--- src/rtl/bp_cce_hybrid_mem_cmd_arbiter_if.sv ---
// BedRock stream channel carrying one message header (stable across the message)
// plus per-beat data, valid, last and a ready-and handshake.
interface bp_cce_hybrid_mem_cmd_arbiter_if
   #(parameter int header_width_p = 48
   , parameter int data_width_p   = 64
   );
   logic [header_width_p-1:0] header;
   logic [data_width_p-1:0]   data;
   logic                      v;
   logic                      last;
   logic                      ready_and;

   modport master (output header, data, v, last, input ready_and);
   modport slave  (input header, data, v, last, output ready_and);
endinterface

--- src/rtl/bp_cce_hybrid_mem_cmd_arbiter.sv ---
// Round-robin merge of two BedRock stream sources onto the CCE memory command channel;
// the grant is held for a whole message and each message is first counted pending.
module bp_cce_hybrid_mem_cmd_arbiter
   #(parameter int paddr_width_p = 32
   , parameter bit pending_en_p  = 1'b1
   )
   (input  logic                                   clk
   , input  logic                                  reset
   , bp_cce_hybrid_mem_cmd_arbiter_if.slave        src0
   , bp_cce_hybrid_mem_cmd_arbiter_if.slave        src1
   , bp_cce_hybrid_mem_cmd_arbiter_if.master       mem_cmd
   , output logic                                  pending_w_v
   , input  logic                                  pending_w_yumi
   , output logic [paddr_width_p-1:0]              pending_w_addr
   , output logic                                  pending_w_addr_bypass_hash
   , output logic                                  pending_up
   , output logic                                  pending_down
   , output logic                                  pending_clear
   );

   typedef enum logic [1:0] {
      e_idle = 2'd0,
      e_pend = 2'd1,
      e_send = 2'd2
   } state_e;

   state_e                   state_r, state_n;
   logic                     grant_r, grant_n;
   logic                     rr_ptr_r, rr_ptr_n;
   logic [paddr_width_p-1:0] addr_r, addr_n;
   logic                     winner;
   logic                     in_send;
   logic                     sel_v;
   logic                     sel_last;

   // Output muxing and next-state selection; outputs are forced quiet while reset is high.
   always_comb begin
      state_n  = state_r;
      grant_n  = grant_r;
      rr_ptr_n = rr_ptr_r;
      addr_n   = addr_r;
      winner   = 1'b0;
      in_send  = (state_r == e_send) && !reset;
      sel_v    = grant_r ? src1.v    : src0.v;
      sel_last = grant_r ? src1.last : src0.last;

      pending_w_v    = (state_r == e_pend) && !reset;
      mem_cmd.header = grant_r ? src1.header : src0.header;
      mem_cmd.data   = grant_r ? src1.data   : src0.data;
      mem_cmd.last   = sel_last;
      mem_cmd.v      = in_send && sel_v;
      src0.ready_and = in_send && !grant_r && mem_cmd.ready_and;
      src1.ready_and = in_send &&  grant_r && mem_cmd.ready_and;

      case (state_r)
         e_idle: begin
            // A lone requester wins outright; a tie goes to the priority pointer.
            if (src0.v && src1.v) begin
               winner = rr_ptr_r;
            end else begin
               winner = src1.v;
            end
            if (src0.v || src1.v) begin
               grant_n = winner;
               addr_n  = winner ? src1.header[paddr_width_p-1:0]
                                : src0.header[paddr_width_p-1:0];
               state_n = pending_en_p ? e_pend : e_send;
            end else begin
               state_n = e_idle;
            end
         end
         e_pend: begin
            if (pending_w_yumi) begin
               state_n = e_send;
            end else begin
               state_n = e_pend;
            end
         end
         e_send: begin
            if (sel_v && mem_cmd.ready_and && sel_last) begin
               state_n  = e_idle;
               rr_ptr_n = ~grant_r;
            end else begin
               state_n = e_send;
            end
         end
         default: begin
            state_n = e_idle;
         end
      endcase
   end

   // State, grant, priority pointer and latched message address.
   always_ff @(posedge clk) begin
      if (reset) begin
         state_r  <= e_idle;
         grant_r  <= 1'b0;
         rr_ptr_r <= 1'b0;
         addr_r   <= '0;
      end else begin
         state_r  <= state_n;
         grant_r  <= grant_n;
         rr_ptr_r <= rr_ptr_n;
         addr_r   <= addr_n;
      end
   end

   assign pending_w_addr             = addr_r;
   assign pending_w_addr_bypass_hash = 1'b0;
   assign pending_up                 = 1'b1;
   assign pending_down               = 1'b0;
   assign pending_clear              = 1'b0;

endmodule

--- src/flat_wrapper.sv ---
// flat-port wrapper written by rule: the top's interface ports become plain ports
module bp_cce_hybrid_mem_cmd_arbiter_flat 
#(parameter int paddr_width_p = 32
   , parameter bit pending_en_p  = 1'b1
   )
  (clk, reset, pending_w_v, pending_w_yumi, pending_w_addr, pending_w_addr_bypass_hash, pending_up, pending_down, pending_clear, src0_header, src0_data, src0_v, src0_last, src0_ready_and, src1_header, src1_data, src1_v, src1_last, src1_ready_and, mem_cmd_header, mem_cmd_data, mem_cmd_v, mem_cmd_last, mem_cmd_ready_and);
  bp_cce_hybrid_mem_cmd_arbiter_if #(.header_width_p((48)), .data_width_p((64))) src0_i ();
  bp_cce_hybrid_mem_cmd_arbiter_if #(.header_width_p((48)), .data_width_p((64))) src1_i ();
  bp_cce_hybrid_mem_cmd_arbiter_if #(.header_width_p((48)), .data_width_p((64))) mem_cmd_i ();
  input  logic clk;
  input  logic reset;
  output logic pending_w_v;
  input  logic pending_w_yumi;
  output logic [paddr_width_p-1:0] pending_w_addr;
  output logic pending_w_addr_bypass_hash;
  output logic pending_up;
  output logic pending_down;
  output logic pending_clear;
  input wire logic [$bits(src0_i.header)-1:0] src0_header;
  input wire logic [$bits(src0_i.data)-1:0] src0_data;
  input wire logic [$bits(src0_i.v)-1:0] src0_v;
  input wire logic [$bits(src0_i.last)-1:0] src0_last;
  output wire logic [$bits(src0_i.ready_and)-1:0] src0_ready_and;
  input wire logic [$bits(src1_i.header)-1:0] src1_header;
  input wire logic [$bits(src1_i.data)-1:0] src1_data;
  input wire logic [$bits(src1_i.v)-1:0] src1_v;
  input wire logic [$bits(src1_i.last)-1:0] src1_last;
  output wire logic [$bits(src1_i.ready_and)-1:0] src1_ready_and;
  output wire logic [$bits(mem_cmd_i.header)-1:0] mem_cmd_header;
  output wire logic [$bits(mem_cmd_i.data)-1:0] mem_cmd_data;
  output wire logic [$bits(mem_cmd_i.v)-1:0] mem_cmd_v;
  output wire logic [$bits(mem_cmd_i.last)-1:0] mem_cmd_last;
  input wire logic [$bits(mem_cmd_i.ready_and)-1:0] mem_cmd_ready_and;
  assign src0_i.header = src0_header;
  assign src0_i.data = src0_data;
  assign src0_i.v = src0_v;
  assign src0_i.last = src0_last;
  assign src0_ready_and = src0_i.ready_and;
  assign src1_i.header = src1_header;
  assign src1_i.data = src1_data;
  assign src1_i.v = src1_v;
  assign src1_i.last = src1_last;
  assign src1_ready_and = src1_i.ready_and;
  assign mem_cmd_header = mem_cmd_i.header;
  assign mem_cmd_data = mem_cmd_i.data;
  assign mem_cmd_v = mem_cmd_i.v;
  assign mem_cmd_last = mem_cmd_i.last;
  assign mem_cmd_i.ready_and = mem_cmd_ready_and;
  bp_cce_hybrid_mem_cmd_arbiter #(.paddr_width_p(paddr_width_p), .pending_en_p(pending_en_p)) u_core (.clk(clk), .reset(reset), .src0(src0_i), .src1(src1_i), .mem_cmd(mem_cmd_i), .pending_w_v(pending_w_v), .pending_w_yumi(pending_w_yumi), .pending_w_addr(pending_w_addr), .pending_w_addr_bypass_hash(pending_w_addr_bypass_hash), .pending_up(pending_up), .pending_down(pending_down), .pending_clear(pending_clear));
endmodule
--- config.mk ---
export PLATFORM = sky130hd
export DESIGN_NAME = bp_cce_hybrid_mem_cmd_arbiter_flat
export DESIGN_NICKNAME = d
export VERILOG_FILES = /design/src/rtl/bp_cce_hybrid_mem_cmd_arbiter_if.sv /design/src/rtl/bp_cce_hybrid_mem_cmd_arbiter.sv /design/src/flat_wrapper.sv
export SDC_FILE = /design/constraint.sdc
export NUM_CORES = 1
export LEC_CHECK = 0
export ABC_AREA = 0
export CORE_AREA = 2 2 149 151
export DETAILED_ROUTE_END_ITERATION = 10
export DIE_AREA = 0 0 151 153
export GPL_TIMING_DRIVEN = 0
export PLACE_DENSITY = 0.61
export SLEW_MARGIN = 20
export SYNTH_ARGS = -nofsm -noshare
export SYNTH_HDL_FRONTEND = slang
export SYNTH_SLANG_ARGS = --single-unit
--- constraint.sdc ---
create_clock -name clk -period 2.75 [get_ports clk]
set_input_delay 0.55 -clock clk [delete_from_list [all_inputs] [get_ports clk]]
set_output_delay 0.55 -clock clk [all_outputs]
set_load 0.01 [all_outputs]
# Word-level counts from Yosys, hierarchy flattened
# Index checks and enable logic that the tools add are counted.
# Widths: inputs -> output; s select.
[op_classes]
n_reduce_logical = 16
bitwise_logic = 1
n_mux = 11
n_eq_ne = 2
[ops]
columns = ["operator", "n"]
rows = [
  ["$mux 64", 1],
  ["$mux 48", 1],
  ["$mux 32", 1],
  ["$logic_and 1x1->1", 10],
  ["$pmux 2 s3", 1],
  ["$mux 1", 5],
  ["$mux 2", 2],
  ["$reduce_and 2->1", 2],
  ["$eq 2x1->1 const B", 1],
  ["$eq 2x2->1 const B", 1],
  ["$logic_not 1->1", 2],
  ["$logic_not 2->1", 1],
  ["$logic_or 1x1->1", 1],
  ["$not 1->1", 1],
]
[word_totals]
ff_bits = 36
in_bits = 232
output_inout_bits = 153

# Depth between registers and ports, before layout
# Gate-level depths: netlist of the first run.
[logic_depth]
ltp_word = 5
mapped_depth = 7

# Least setup slack after synthesis of the first run
# No wires, ideal clock.
[synth_path]
path_kind = "input to output"
from = "in reset"
to = "out mem_cmd_v"
n_path_buf = 2
setup_slack_ns = 0.786
t_required_ns = 2.200
cell_stages = 3
t_arrival_ns = 1.414
path_cell_list = "clkbuf_1 clkbuf_1 nor3_1"
[synth_via]
elab_chain_cells = 3
[synth_rtl]
columns = ["element", "line_no", "source"]
rows = [
  ["from (decl)", "flat_wrapper.sv:11", "input logic reset;"],
  ["$logic_not 1->1", "bp_cce_hybrid_mem_cmd_arbiter.sv:43", "in_send = (state_r == e_send) && !reset;"],
  ["$logic_and 1x1->1", "bp_cce_hybrid_mem_cmd_arbiter.sv:43", ""],
  ["$logic_and 1x1->1", "bp_cce_hybrid_mem_cmd_arbiter.sv:51", "mem_cmd.v = in_send && sel_v;"],
  ["to (decl)", "flat_wrapper.sv:31", "output wire logic [$bits(mem_cmd_i.v)-1:0] mem_cmd_v;"],
]
# Every way passes these cells.

# Final worst setup path of the first run
[layout_path]
from = "reg u_core.grant_r"
to = "out mem_cmd_header[0]"
[layout_via]
elab_chain_cells = 1
[layout_rtl]
columns = ["element", "line_no", "source"]
rows = [
  ["from (decl)", "bp_cce_hybrid_mem_cmd_arbiter.sv:28", "logic grant_r, grant_n;"],
  ["from (signal assigned)", "bp_cce_hybrid_mem_cmd_arbiter.sv:102", "grant_r <= grant_n;"],
  ["$mux 48", "bp_cce_hybrid_mem_cmd_arbiter.sv:48", "mem_cmd.header = grant_r ? src1.header : src0.header;"],
  ["to (decl)", "flat_wrapper.sv:29", "output wire logic [$bits(mem_cmd_i.header)-1:0] mem_cmd_header;"],
]
# Every way passes these cells.

==> flow_summary.yaml, run 1 <==
grt:
  grt_max_degree: 11
  track_usage_pct: 16.5
  grt_pass1_wl_mm: 29.0
  antenna_found_initial: 0
  grt.overflow.total: 0
  first_global_vias: 4735
cells_and_area:
  drive_above_1_share_pct: 23.6
  final_area_mm2: 0.00775
  antenna_cells: 0
  syn_to_final_growth_pct: 125
  final_nets: 972
  layout.cells.non_filler: 1020
sta:
  hold_slack_ns: 0.454
  setup_violations: 0
  hold_viol: 0
  period_needed_ns: 2.66
  slew_headroom_pct: 46.3
  worst_pin_slew_ns: 0.806
  fin_skew_ns: 0.00343
  fmax_mhz: 376
  rsz0062_at_grt: "no"
  fin_tns_setup_ns: 0
  maxSlewViolCount: 0
  period_share_pct: 96.6
  fin_ws_ns: 0.0922
yosys:
  syn_inst: 352
  avgSynthCellArea_um2: 9.77
  synth-seq-cells: 36
  yosysSeqAreaShare_pct: 21.0
  synth_cell_types: 32
  synth_area_mm2: 0.00344
  synth_warnings: 0
floorplanning:
  dieArea_mm2: 0.0231
  coreArea_mm2: 0.0215
  die_x_um: 151
  die_y_um: 153
  boundaryPins: 385
  initial_core_util_pct: 16.0
  row_count: 54
place:
  dpl_worst_slack_ns: -0.759
  portBuffers: 379
  dp_cells: 1013
  place_area_mm2: 0.00759
  place.detailed.hpwl_mm: 16.3
  gp_congestion: 0.769
clocking:
  postCtsSetupBuffers: 0
  cts_tree: "yes"
  clockBufferDepth: 2
  clockRootBuffer: "clkbuf_16"
  cts.clk_slew.worst_paths_ns: 0.06
  htreeDepth: 2
  cts_buffers: 5
  cts.sinks: 36
  clock_latency_ns: 0.28
route:
  ant_nets: 0
  drt_wl_total_mm: 20.0
  drtPass1Iterations: 5
  drt_iter0_markers: 116
  viasPerCell: 4.30
  route.detailed.drc: 0
  detail_route.wl_per_cell_um: 19.6
  dr_total_vias: 4390
setup_path:
  crit_fanout: 10
  crit_chain: "clkbuf_4 > buf_4 > mux2_2 > clkdlybuf4s50_1"
  startpoint_type: "flop"
  timing.setup.critical_path_class: "reg2out"
  reg2regPathDepth: 4
  cp.arrival_ns: 2.11
  r2r_slack_ns: 0.79
  r2r-end: "u_core.pending_w_addr[29]"
  startpoint: "u_core.grant_r"
  cp-end-kind: "primary output"
  worstSetupPathDepth: 4
  required_ns: 2.20
  endpoint: "mem_cmd_header[0]"
  path_buf_inv: 3
  max_stage_delay_ns: 0.59
  regToRegStartpoint: "u_core.state_r[1]"
  cpMaxStageDelayCell: "clkdlybuf4s50_1"
  critical-path-top-delay-family: "buffers and inverters"
hold_path:
  worst_hold_path_type: "reg2reg"
  hp-start: "u_core.rr_ptr_r"
power:
  vdd_drop_max_mv: 0.208
  sw_frac_of_total_pct: 32.1
  clockPowerShare_pct: 20.6
  p_switching_mw: 0.876
  p_per_area_mw_per_mm2: 352
  internal_power_mw: 1.85
  pwr-share-comb_pct: 56.1
  p_leak_nw: 2.69
  seqPwrFrac_pct: 23.2
flow_run:
  max-cap-violations: 0
run_status:
  outcome: "finished, final reports clean"
-- layout by cell type, fill, tap and decap left out, types with 3 or more instances in the layout --
cell type and instances:
a311oi_1 3, buf_2 11, mux2_2 113, nand3b_1 34, clkbuf_4 3, conb_1 4
clkbuf_1 22, inv_1 3, a21oi_1 35, a311oi_2 29, clkdlybuf4s50_1 377, clkbuf_16 5
buf_4 5, buf_6 5, o21ai_0 32, dfxtp_1 36
-- power by group through the flow --
stage	registers, mW	logic, mW	clock network (mW)
2_1_floorplan	0.671	0.598	0
6_report	0.633	1.53	0.563
4_1_cts	0.632	1.55	0.579
5_1_grt	0.641	1.63	0.598
3_3_place_gp	0.641	1.54	0
3_5_place_dp	0.642	1.54	0
-- synthesized netlist by cell type, drive strengths merged --
| cell type | number | area share (%) |
|---|---|---|
| mux2 | 113 | 37 |
| dfxtp | 36 | 21 |
| a21oi | 35 | 5.1 |
| nand3b | 34 | 7.4 |
| o21ai | 33 | 4.8 |
| a311oi | 32 | 13 |
| clkbuf | 24 | 2.6 |
| buf | 22 | 4.4 |
| inv | 3 | 0.33 |
| conb | 2 | 0.22 |
| a21bo | 1 | 0.29 |
| a22o | 1 | 0.25 |
| and2 | 1 | 0.25 |
| and2b | 1 | 0.22 |
| and4 | 1 | 0.25 |
| mux2i | 1 | 0.29 |
| nand2 | 1 | 0.11 |
| nand2b | 1 | 0.18 |
| nand3 | 1 | 0.15 |
| nand4 | 1 | 0.18 |
| nand4b | 1 | 0.25 |
| nor2 | 1 | 0.11 |
| nor2b | 1 | 0.18 |
| nor3 | 1 | 0.15 |
| nor3b | 1 | 0.22 |
| nor4b | 1 | 0.25 |
| or2 | 1 | 0.18 |
| or4 | 1 | 0.22 |
-- state kept, by name, summed over array words and instances, names as in the netlist --
register,count
u_core.grant_r,1
u_core.pending_w_addr,32
u_core.rr_ptr_r,1
u_core.state_r,2
-- per-stage QoR --
stage	util, %	power [mW]
final	36.1	2.73
after global routing	36.1	2.87
after CTS	36.0	2.76
after detailed placement	35.3	2.18
after global placement	35.3	2.18
after floorplan	-	1.27
-- area by class of cell --
cell class                      instances  area, µm²
Fill cell                            2210      13700
Timing Repair Buffer                  379       3790
Multi-Input combinational cell        269       2470
Sequential cell                        36        721
Tap cell                              280        350
Buffer                                 46        264
Clock buffer                            6        129
Inverter                                3       11.3
Clock inverter                          1       5.00
-- how the worst min path moves through the flow --
stage                     slack (ns)  cells after the start              end
after floorplan                 0.42                      2  u_core.rr_ptr_r
after global placement          0.44                      2  u_core.rr_ptr_r
after detailed placement        0.45                      2  u_core.rr_ptr_r
after CTS                       0.46                      2  u_core.rr_ptr_r
after global routing            0.48                      2  u_core.rr_ptr_r
final                           0.45                      2  u_core.rr_ptr_r
-- logic make-up after synthesis --
kind of cell,after synthesis,share of synthesized area [%]
buffers and inverters,49,7.35
and+or+nand+nor,49,10.3
muxes,114,37.3
DFF,36,21.0
other,2,0.218
AOI/OAI and AO/OA,102,23.9
-- routing by layer --
metal / GRT usage, % / part of all wire, %
met5: 0 / 0
met3: 3.55 / 6.2
met4: 2.63 / 0.94
met2: 30.0 / 51
met1: 20.1 / 42
-- worst register-to-register path: stages, from the launching register on --
cell      delay [ns]
dfxtp_1         0.34
nor2_1          0.57
clkbuf_1        0.55
a21oi_1         0.17
a311oi_2        0.26
-- timing repair --
action | in CTS | in global routing
gates resized for setup | 9 | 2
setup endpoints to repair | 93 | 3
endpoints found under the hold margin | 0 | 0
hold buffers | 0 | 0
(Power assumes the default switching activity.)
==> run 2: changes to the inputs <==
--- a/config.mk
+++ b/config.mk
@@ -11,6 +11,7 @@
 export DIE_AREA = 0 0 151 153
 export GPL_TIMING_DRIVEN = 0
 export PLACE_DENSITY = 0.61
+export SKIP_LAST_GASP = 1
 export SLEW_MARGIN = 20
 export SYNTH_ARGS = -nofsm -noshare
 export SYNTH_HDL_FRONTEND = slang
==> results of run 2 <==
No change in the layout: final DEF, timing and power equal those of run 1.
